[config.mk]
export PLATFORM = sky130hd
export DESIGN_NAME = subneg_seq_flat
export DESIGN_NICKNAME = d
export VERILOG_FILES = /design/src/rtl/subneg_pkg.sv /design/src/rtl/subneg_seq_if.sv /design/src/rtl/subneg_alu.sv /design/src/rtl/subneg_seq.sv /design/src/flat_wrapper.sv
export SDC_FILE = /design/constraint.sdc
export NUM_CORES = 1
export LEC_CHECK = 0
export BUFFER_PORTS_ARGS = -buffer_cell sky130_fd_sc_hd__buf_2
export CAP_MARGIN = 20
export CORE_ASPECT_RATIO = 2
export CORE_UTILIZATION = 30
export CTS_CLUSTER_DIAMETER = 40
export DETAILED_ROUTE_END_ITERATION = 6
export PLACE_DENSITY_LB_ADDON = 0.1
export SETUP_SLACK_MARGIN = 0.3
export SYNTH_ARGS = -nofsm -noshare
export SYNTH_HDL_FRONTEND = slang
export SYNTH_SLANG_ARGS = --single-unit
[constraint.sdc]
create_clock -name clk -period 2.6 [get_ports clk]
set_clock_uncertainty 0.1 [all_clocks]
set_input_delay 0.26 -clock clk [delete_from_list [all_inputs] [get_ports clk]]
set_output_delay 0.26 -clock clk [all_outputs]
set_load 0.01 [all_outputs]
[src/rtl/subneg_pkg.sv]
// -----------------------------------------------------------------------------
// subneg_pkg
// Shared definitions for the SUBNEG core: sequencer state encoding, the
// program-counter stride of one instruction, and default word/address widths.
// No ports.
// -----------------------------------------------------------------------------
package subneg_pkg;

    localparam int DEF_WIDTH  = 8;
    localparam int DEF_ADDR_W = 8;

    // One instruction occupies three consecutive ROM words: A, B, C.
    localparam int PC_STEP = 3;

    typedef enum logic [2:0] {
        S_IF_A = 3'd0,
        S_IF_B = 3'd1,
        S_IF_C = 3'd2,
        S_RD_A = 3'd3,
        S_RD_B = 3'd4,
        S_WB   = 3'd5,
        S_HALT = 3'd6
    } state_t;

endpackage : subneg_pkg

[src/rtl/subneg_seq_if.sv]
// -----------------------------------------------------------------------------
// subneg_seq_if
// Bundles the sequencer's ROM port, data-memory read/write ports and status.
//   run        : level enable into the sequencer
//   rom_addr   : instruction ROM address       rom_data   : ROM word (1-cycle latency)
//   dmem_raddr : data memory read address     dmem_rdata : read data (1-cycle latency)
//   dmem_we    : write strobe                 dmem_waddr / dmem_wdata : write address/data
//   pc         : current instruction address  halt       : halt branch taken
// Modports: master = sequencer, slave = memories / environment.
// -----------------------------------------------------------------------------
interface subneg_seq_if
    import subneg_pkg::*;
#(
    parameter int WIDTH  = DEF_WIDTH,
    parameter int ADDR_W = DEF_ADDR_W
);

    logic              run;
    logic [ADDR_W-1:0] rom_addr;
    logic [WIDTH-1:0]  rom_data;
    logic [ADDR_W-1:0] dmem_raddr;
    logic [WIDTH-1:0]  dmem_rdata;
    logic              dmem_we;
    logic [ADDR_W-1:0] dmem_waddr;
    logic [WIDTH-1:0]  dmem_wdata;
    logic [ADDR_W-1:0] pc;
    logic              halt;

    modport master (
        input  run, rom_data, dmem_rdata,
        output rom_addr, dmem_raddr, dmem_we, dmem_waddr, dmem_wdata, pc, halt
    );

    modport slave (
        output run, rom_data, dmem_rdata,
        input  rom_addr, dmem_raddr, dmem_we, dmem_waddr, dmem_wdata, pc, halt
    );

endinterface : subneg_seq_if

[src/rtl/subneg_alu.sv]
// -----------------------------------------------------------------------------
// subneg_alu
// Combinational subtract-and-test for SUBNEG: diff = opB - opA (mod 2^WIDTH),
// neg = sign bit of the truncated difference. Signed overflow is deliberately
// not detected; zero is not negative.
//   opa_i  : subtrahend (mem[A])      opb_i : minuend (mem[B])
//   diff_o : difference               neg_o : branch condition
// -----------------------------------------------------------------------------
module subneg_alu
    import subneg_pkg::*;
#(
    parameter int WIDTH = DEF_WIDTH
) (
    input  logic [WIDTH-1:0] opa_i,
    input  logic [WIDTH-1:0] opb_i,
    output logic [WIDTH-1:0] diff_o,
    output logic             neg_o
);

    assign diff_o = opb_i - opa_i;
    assign neg_o  = diff_o[WIDTH-1];

endmodule : subneg_alu

[src/rtl/subneg_seq.sv]
// -----------------------------------------------------------------------------
// subneg_seq
// Instruction sequencer and write-back master of the SUBNEG core. Each
// instruction takes six cycles: fetch A, B, C from ROM, read mem[A] and
// mem[B], write mem[B]-mem[A] back to B and branch to C when negative
// (C == HALT_ADDR halts), otherwise fall through to pc+3.
//   clk : core clock, rising edge
//   rst : asynchronous, active-low reset
//   bus : subneg_seq_if.master (ROM, data memory, run, pc, halt)
// -----------------------------------------------------------------------------
module subneg_seq
    import subneg_pkg::*;
#(
    parameter int                WIDTH     = DEF_WIDTH,
    parameter int                ADDR_W    = DEF_ADDR_W,
    parameter logic [ADDR_W-1:0] RESET_PC  = '0,
    parameter logic [ADDR_W-1:0] HALT_ADDR = '1
) (
    input  logic         clk,
    input  logic         rst,
    subneg_seq_if.master bus
);

    state_t            state_q;
    logic [ADDR_W-1:0] pc_q;
    logic [ADDR_W-1:0] a_q;
    logic [ADDR_W-1:0] b_q;
    logic [ADDR_W-1:0] c_q;
    logic [WIDTH-1:0]  opa_q;
    logic              halt_q;

    logic [ADDR_W-1:0] rom_word;
    logic [WIDTH-1:0]  diff;
    logic              neg;

    // ROM words are address-sized; only the low ADDR_W bits carry meaning.
    assign rom_word = bus.rom_data[ADDR_W-1:0];

    // opB is taken straight from the memory in S_WB; it is never registered.
    subneg_alu #(.WIDTH(WIDTH)) u_alu (
        .opa_i  (opa_q),
        .opb_i  (bus.dmem_rdata),
        .diff_o (diff),
        .neg_o  (neg)
    );

    // Each state captures the data answering the address issued by the
    // previous state, so the 1-cycle memory latency is hidden by the FSM.
    // NOTE: sequential state uses non-blocking assignments so every register
    // samples pre-edge values regardless of statement order.
    always_ff @(posedge clk or negedge rst) begin
        if (!rst) begin
            state_q <= S_IF_A;
            pc_q    <= RESET_PC;
            a_q     <= '0;
            b_q     <= '0;
            c_q     <= '0;
            opa_q   <= '0;
            halt_q  <= 1'b0;
        end else begin
            unique case (state_q)
                S_IF_A: begin
                    if (bus.run) state_q <= S_IF_B;
                end
                S_IF_B: begin
                    a_q     <= rom_word;
                    state_q <= S_IF_C;
                end
                S_IF_C: begin
                    b_q     <= rom_word;
                    state_q <= S_RD_A;
                end
                S_RD_A: begin
                    c_q     <= rom_word;
                    state_q <= S_RD_B;
                end
                S_RD_B: begin
                    opa_q   <= bus.dmem_rdata;
                    state_q <= S_WB;
                end
                S_WB: begin
                    if (neg && (c_q == HALT_ADDR)) begin
                        halt_q  <= 1'b1;
                        state_q <= S_HALT;
                    end else if (neg) begin
                        pc_q    <= c_q;
                        state_q <= S_IF_A;
                    end else begin
                        pc_q    <= pc_q + ADDR_W'(PC_STEP);
                        state_q <= S_IF_A;
                    end
                end
                S_HALT: begin
                    state_q <= S_HALT;
                end
                default: begin
                    state_q <= S_IF_A;
                end
            endcase
        end
    end

    // Memory-port outputs decode the state register alone, so they fall to
    // their idle values the moment rst drops -- no partial write can escape.
    // NOTE: every output gets a default first, so no path through the case
    // leaves a signal unassigned and no latch is inferred.
    always_comb begin
        bus.rom_addr   = '0;
        bus.dmem_raddr = '0;
        bus.dmem_we    = 1'b0;
        bus.dmem_waddr = '0;
        bus.dmem_wdata = '0;
        unique case (state_q)
            S_IF_A: bus.rom_addr   = pc_q;
            S_IF_B: bus.rom_addr   = pc_q + ADDR_W'(1);
            S_IF_C: bus.rom_addr   = pc_q + ADDR_W'(2);
            S_RD_A: bus.dmem_raddr = a_q;
            S_RD_B: bus.dmem_raddr = b_q;
            S_WB: begin
                bus.dmem_we    = 1'b1;
                bus.dmem_waddr = b_q;
                bus.dmem_wdata = diff;
            end
            default: ;
        endcase
    end

    assign bus.pc   = pc_q;
    assign bus.halt = halt_q;

endmodule : subneg_seq

[src/flat_wrapper.sv]
// flat-port wrapper written by rule: the top's interface ports become plain ports
module subneg_seq_flat import subneg_pkg::*;
#(
    parameter int                WIDTH     = DEF_WIDTH,
    parameter int                ADDR_W    = DEF_ADDR_W,
    parameter logic [ADDR_W-1:0] RESET_PC  = '0,
    parameter logic [ADDR_W-1:0] HALT_ADDR = '1
)
  (clk, rst, bus_run, bus_rom_data, bus_dmem_rdata, bus_rom_addr, bus_dmem_raddr, bus_dmem_we, bus_dmem_waddr, bus_dmem_wdata, bus_pc, bus_halt);
  subneg_seq_if #(.WIDTH(WIDTH), .ADDR_W(ADDR_W)) bus_i ();
  input  logic clk;
  input  logic rst;
  input wire logic [$bits(bus_i.run)-1:0] bus_run;
  input wire logic [$bits(bus_i.rom_data)-1:0] bus_rom_data;
  input wire logic [$bits(bus_i.dmem_rdata)-1:0] bus_dmem_rdata;
  output wire logic [$bits(bus_i.rom_addr)-1:0] bus_rom_addr;
  output wire logic [$bits(bus_i.dmem_raddr)-1:0] bus_dmem_raddr;
  output wire logic [$bits(bus_i.dmem_we)-1:0] bus_dmem_we;
  output wire logic [$bits(bus_i.dmem_waddr)-1:0] bus_dmem_waddr;
  output wire logic [$bits(bus_i.dmem_wdata)-1:0] bus_dmem_wdata;
  output wire logic [$bits(bus_i.pc)-1:0] bus_pc;
  output wire logic [$bits(bus_i.halt)-1:0] bus_halt;
  assign bus_i.run = bus_run;
  assign bus_i.rom_data = bus_rom_data;
  assign bus_i.dmem_rdata = bus_dmem_rdata;
  assign bus_rom_addr = bus_i.rom_addr;
  assign bus_dmem_raddr = bus_i.dmem_raddr;
  assign bus_dmem_we = bus_i.dmem_we;
  assign bus_dmem_waddr = bus_i.dmem_waddr;
  assign bus_dmem_wdata = bus_i.dmem_wdata;
  assign bus_pc = bus_i.pc;
  assign bus_halt = bus_i.halt;
  subneg_seq #(.WIDTH(WIDTH), .ADDR_W(ADDR_W), .RESET_PC(RESET_PC), .HALT_ADDR(HALT_ADDR)) u_core (.clk(clk), .rst(rst), .bus(bus_i));
endmodule
==> impl_metrics.toml <==
[outcome]
status = "complete, no violations"

[placement]
gp_congestion = 0.739
numPortBuffers = 60
dp_hpwl_um = 5710
dpl_cell_area_um2 = 3250

[global_routing]
grt_pass1_vias = 2405
grt_usage_pct = 16.9
grt_max_degree = 23
antenna_found_initial = 0
grt_pass1_wl_um = 12400
grt-ovfl-total = 0

[logic_synthesis]
synth_commonest_cells = "44 x dfrtp_1, 27 x mux2_2, 20 x nand2_1, 19 x nor2_1"
async_reset_ff_share_pct = 100
synth.most_common_cell = "dfrtp_1"
ys_top_cells_by_area = "dfrtp_1 40%, mux2_2 11%, ha_1 5.0%"
ys_seq_area_share_pct = 39.8
synth_edf_count = 0
avgSynthCellArea_um2 = 9.84
synth_nets = 312
synth_seq_cells = 44
synth_area_um2 = 2760
synth_cells = 281
synth_top_area_cell = "dfrtp_1"
ys.flop_type = "dfrtp_1"
synthDistinctLibCells = 50
yosys_warnings = 0
yosys.area.top_type_share_pct = 39.8

[layout]
finish.instance_area_um2 = 3690
n_fill_cell = 927
regArea_um2 = 1110
nNetsFinal = 401
drive_above_1_share_pct = 43.0
syn2layout_area_growth_pct = 33.5
multi_input_area_um2 = 1620
fin_util_pct = 41.2
antennaDiodeCount = 0

[clocking]
cts_buffers = 5
cts-root-buf = "clkbuf_16"
clockBufferDepth = 2
clk_latency_ns = 0.29
htreeDepth = 2
cts_tree = "yes"
path_clk_slew_ns = 0.06
cts_sinks = 44

[die]
die-area_um2 = 9620
num_rows = 49
io_pins = 61
die_y_um = 138
die_x_um = 69.9
start_util_pct = 30.9
core_um2 = 8950

[timing]
drv_slew = 0
setup_viol = 0
hold_viol = 0
fin_tns_setup_ns = 0
slew_headroom_pct = 67.4
rsz0062_at_grt = "true"
finalCritPeriodShare_pct = 95.0
layout_min_cycle_time_ns = 2.47
worst_pin_slew_ns = 0.489
max_freq_ghz = 0.405

[drt]
ant_nets = 0
drt_iter0_markers = 75
wl_per_cell_um = 16.9
vias = 2442
vias_per_cell = 5.17
drt-pass1-iter-count = 4
drt_wl_total_um = 7980
drc = 0

[pwr]
ir_drop_mv = 0.725
power_density_nw_per_um2 = 1420
power.leakage_nw = 1.77
power_mw = 5.24

[worst_hold_path]
min_path_type = "in -> reg"

[worst_setup_path]
cp_max_fo = 5
timing.critical_path.required_ns = 2.24
critPathCaptureType = "output port"
start_kind = "register"
setup.worst_path.class = "reg -> out"
cp.arrival_ns = 2.11

[flow_run]
maxCapViolCount = 0
## worst max-delay path, cell delays in order, from the launching register on
cell and delay [ns]:
dfrtp_1 0.32, inv_1 0.05, ha_1 0.33, a2111o_1 0.46, o21ai_4 0.24, xnor2_4 0.13
nor2_2 0.15, buf_2 0.15
## area by class of cell
| cell class | instances | share of cell area (%) |
|---|---|---|
| Clock buffer | 5 | 3.39 |
| Clock inverter | 2 | 1.63 |
| Inverter | 16 | 1.63 |
| Multi-Input combinational cell | 205 | 43.9 |
| Sequential cell | 44 | 30.0 |
| Tap cell | 102 | 3.46 |
| Timing Repair Buffer | 98 | 16.0 |
## metrics by stage
step           worst slack [ns]  std cells  hold WS (ns)
2_1_floorplan             0.312        281        -0.136
3_5_place_dp              0.134        442        0.0851
3_3_place_gp              0.175        442        0.0821
5_1_grt                  0.0144        472         0.125
6_report                  0.131        472        0.0987
4_1_cts                  0.0973        456        0.0905
## where the power goes
part	switching, mW	total (mW)	internal (mW)
logic	1.54	3.13	1.59
registers	0.285	1.31	1.02
clock network	0.266	0.812	0.545
total	2.09	5.24	3.15
## metal layers
layer	wire length (um)	track usage (%)	vias up	share of wire (%)
li1	-	-	1180	-
met1	3160	17.8	1217	40
met2	4560	32.5	39	57
met3	138	2.41	6	1.7
met4	124	7.89	0	1.6
met5	0	0	-	0
## logic make-up (layout without fill, tap and decap cells)
logic type | count (synthesis) | after routing | share of synthesized area, %
AO/OA/AOI/OAI | 69 | 69 | 17.8
AND/OR/NAND/NOR | 81 | 81 | 14.8
XOR/XNOR | 7 | 8 | 3.17
buffers and inverters | 33 | 121 | 4.53
adder cells (fa/ha/maj) | 12 | 12 | 5.70
flip-flops | 44 | 44 | 39.8
multiplexers | 35 | 35 | 14.1
## sequential cells by signal (all words and copies together), names as in the netlist
register         cells
u_core.a_q           8
u_core.b_q           8
u_core.bus.halt      1
u_core.bus.pc        8
u_core.c_q           8
u_core.opa_q         8
u_core.state_q       3
## cells in the final DEF (no fill, tap or decap), types with 3 or more instances in the layout
cell type	netlist	layout
a31oi_1	4	4
buf_2	1	61
nand4_1	4	4
mux2i_1	7	7
mux2_2	27	27
nand3_1	5	5
o21ai_0	13	12
a21oi_1	14	12
ha_1	11	8
buf_4	0	35
inv_1	16	14
a22o_1	8	8
and2_1	11	11
nand2b_1	6	6
nor2_1	19	18
o22a_1	3	3
clkbuf_16	0	5
o21bai_1	3	3
a2bb2oi_1	5	5
a21o_1	3	3
nor3_1	4	3
dfrtp_1	44	39
nand2_1	20	20
dfrtp_2	0	5
## what timing repair did
action                                  in CTS  in global routing
endpoints found under the setup margin      13                 18
cloned                                       1                  1
resized for setup                           12                 11
hold buffers                                 1                  0
pin swaps                                    6                  7
endpoints found under the hold margin       12                  0
buffers inserted                             5                 15
## path summary, 6_finish.rpt
kind	start	cells past startpoint	slack, ns	to
setup / recovery	u_core.opa_q[6]	7	0.13	bus_dmem_wdata[7]
hold / removal	bus_dmem_rdata[6]	3	0.1	u_core.opa_q[6]
setup reg to reg	u_core.opa_q[6]	9	0.23	u_core.bus.pc[0]
hold reg to reg	u_core.bus.halt	1	0.38	u_core.bus.halt
max in group asynchronous	rst	3	1.51	u_core.bus.pc[2]
min in group asynchronous	rst	2	0.30	u_core.b_q[7]
Note: power is estimated with default switching activity, not from simulation.
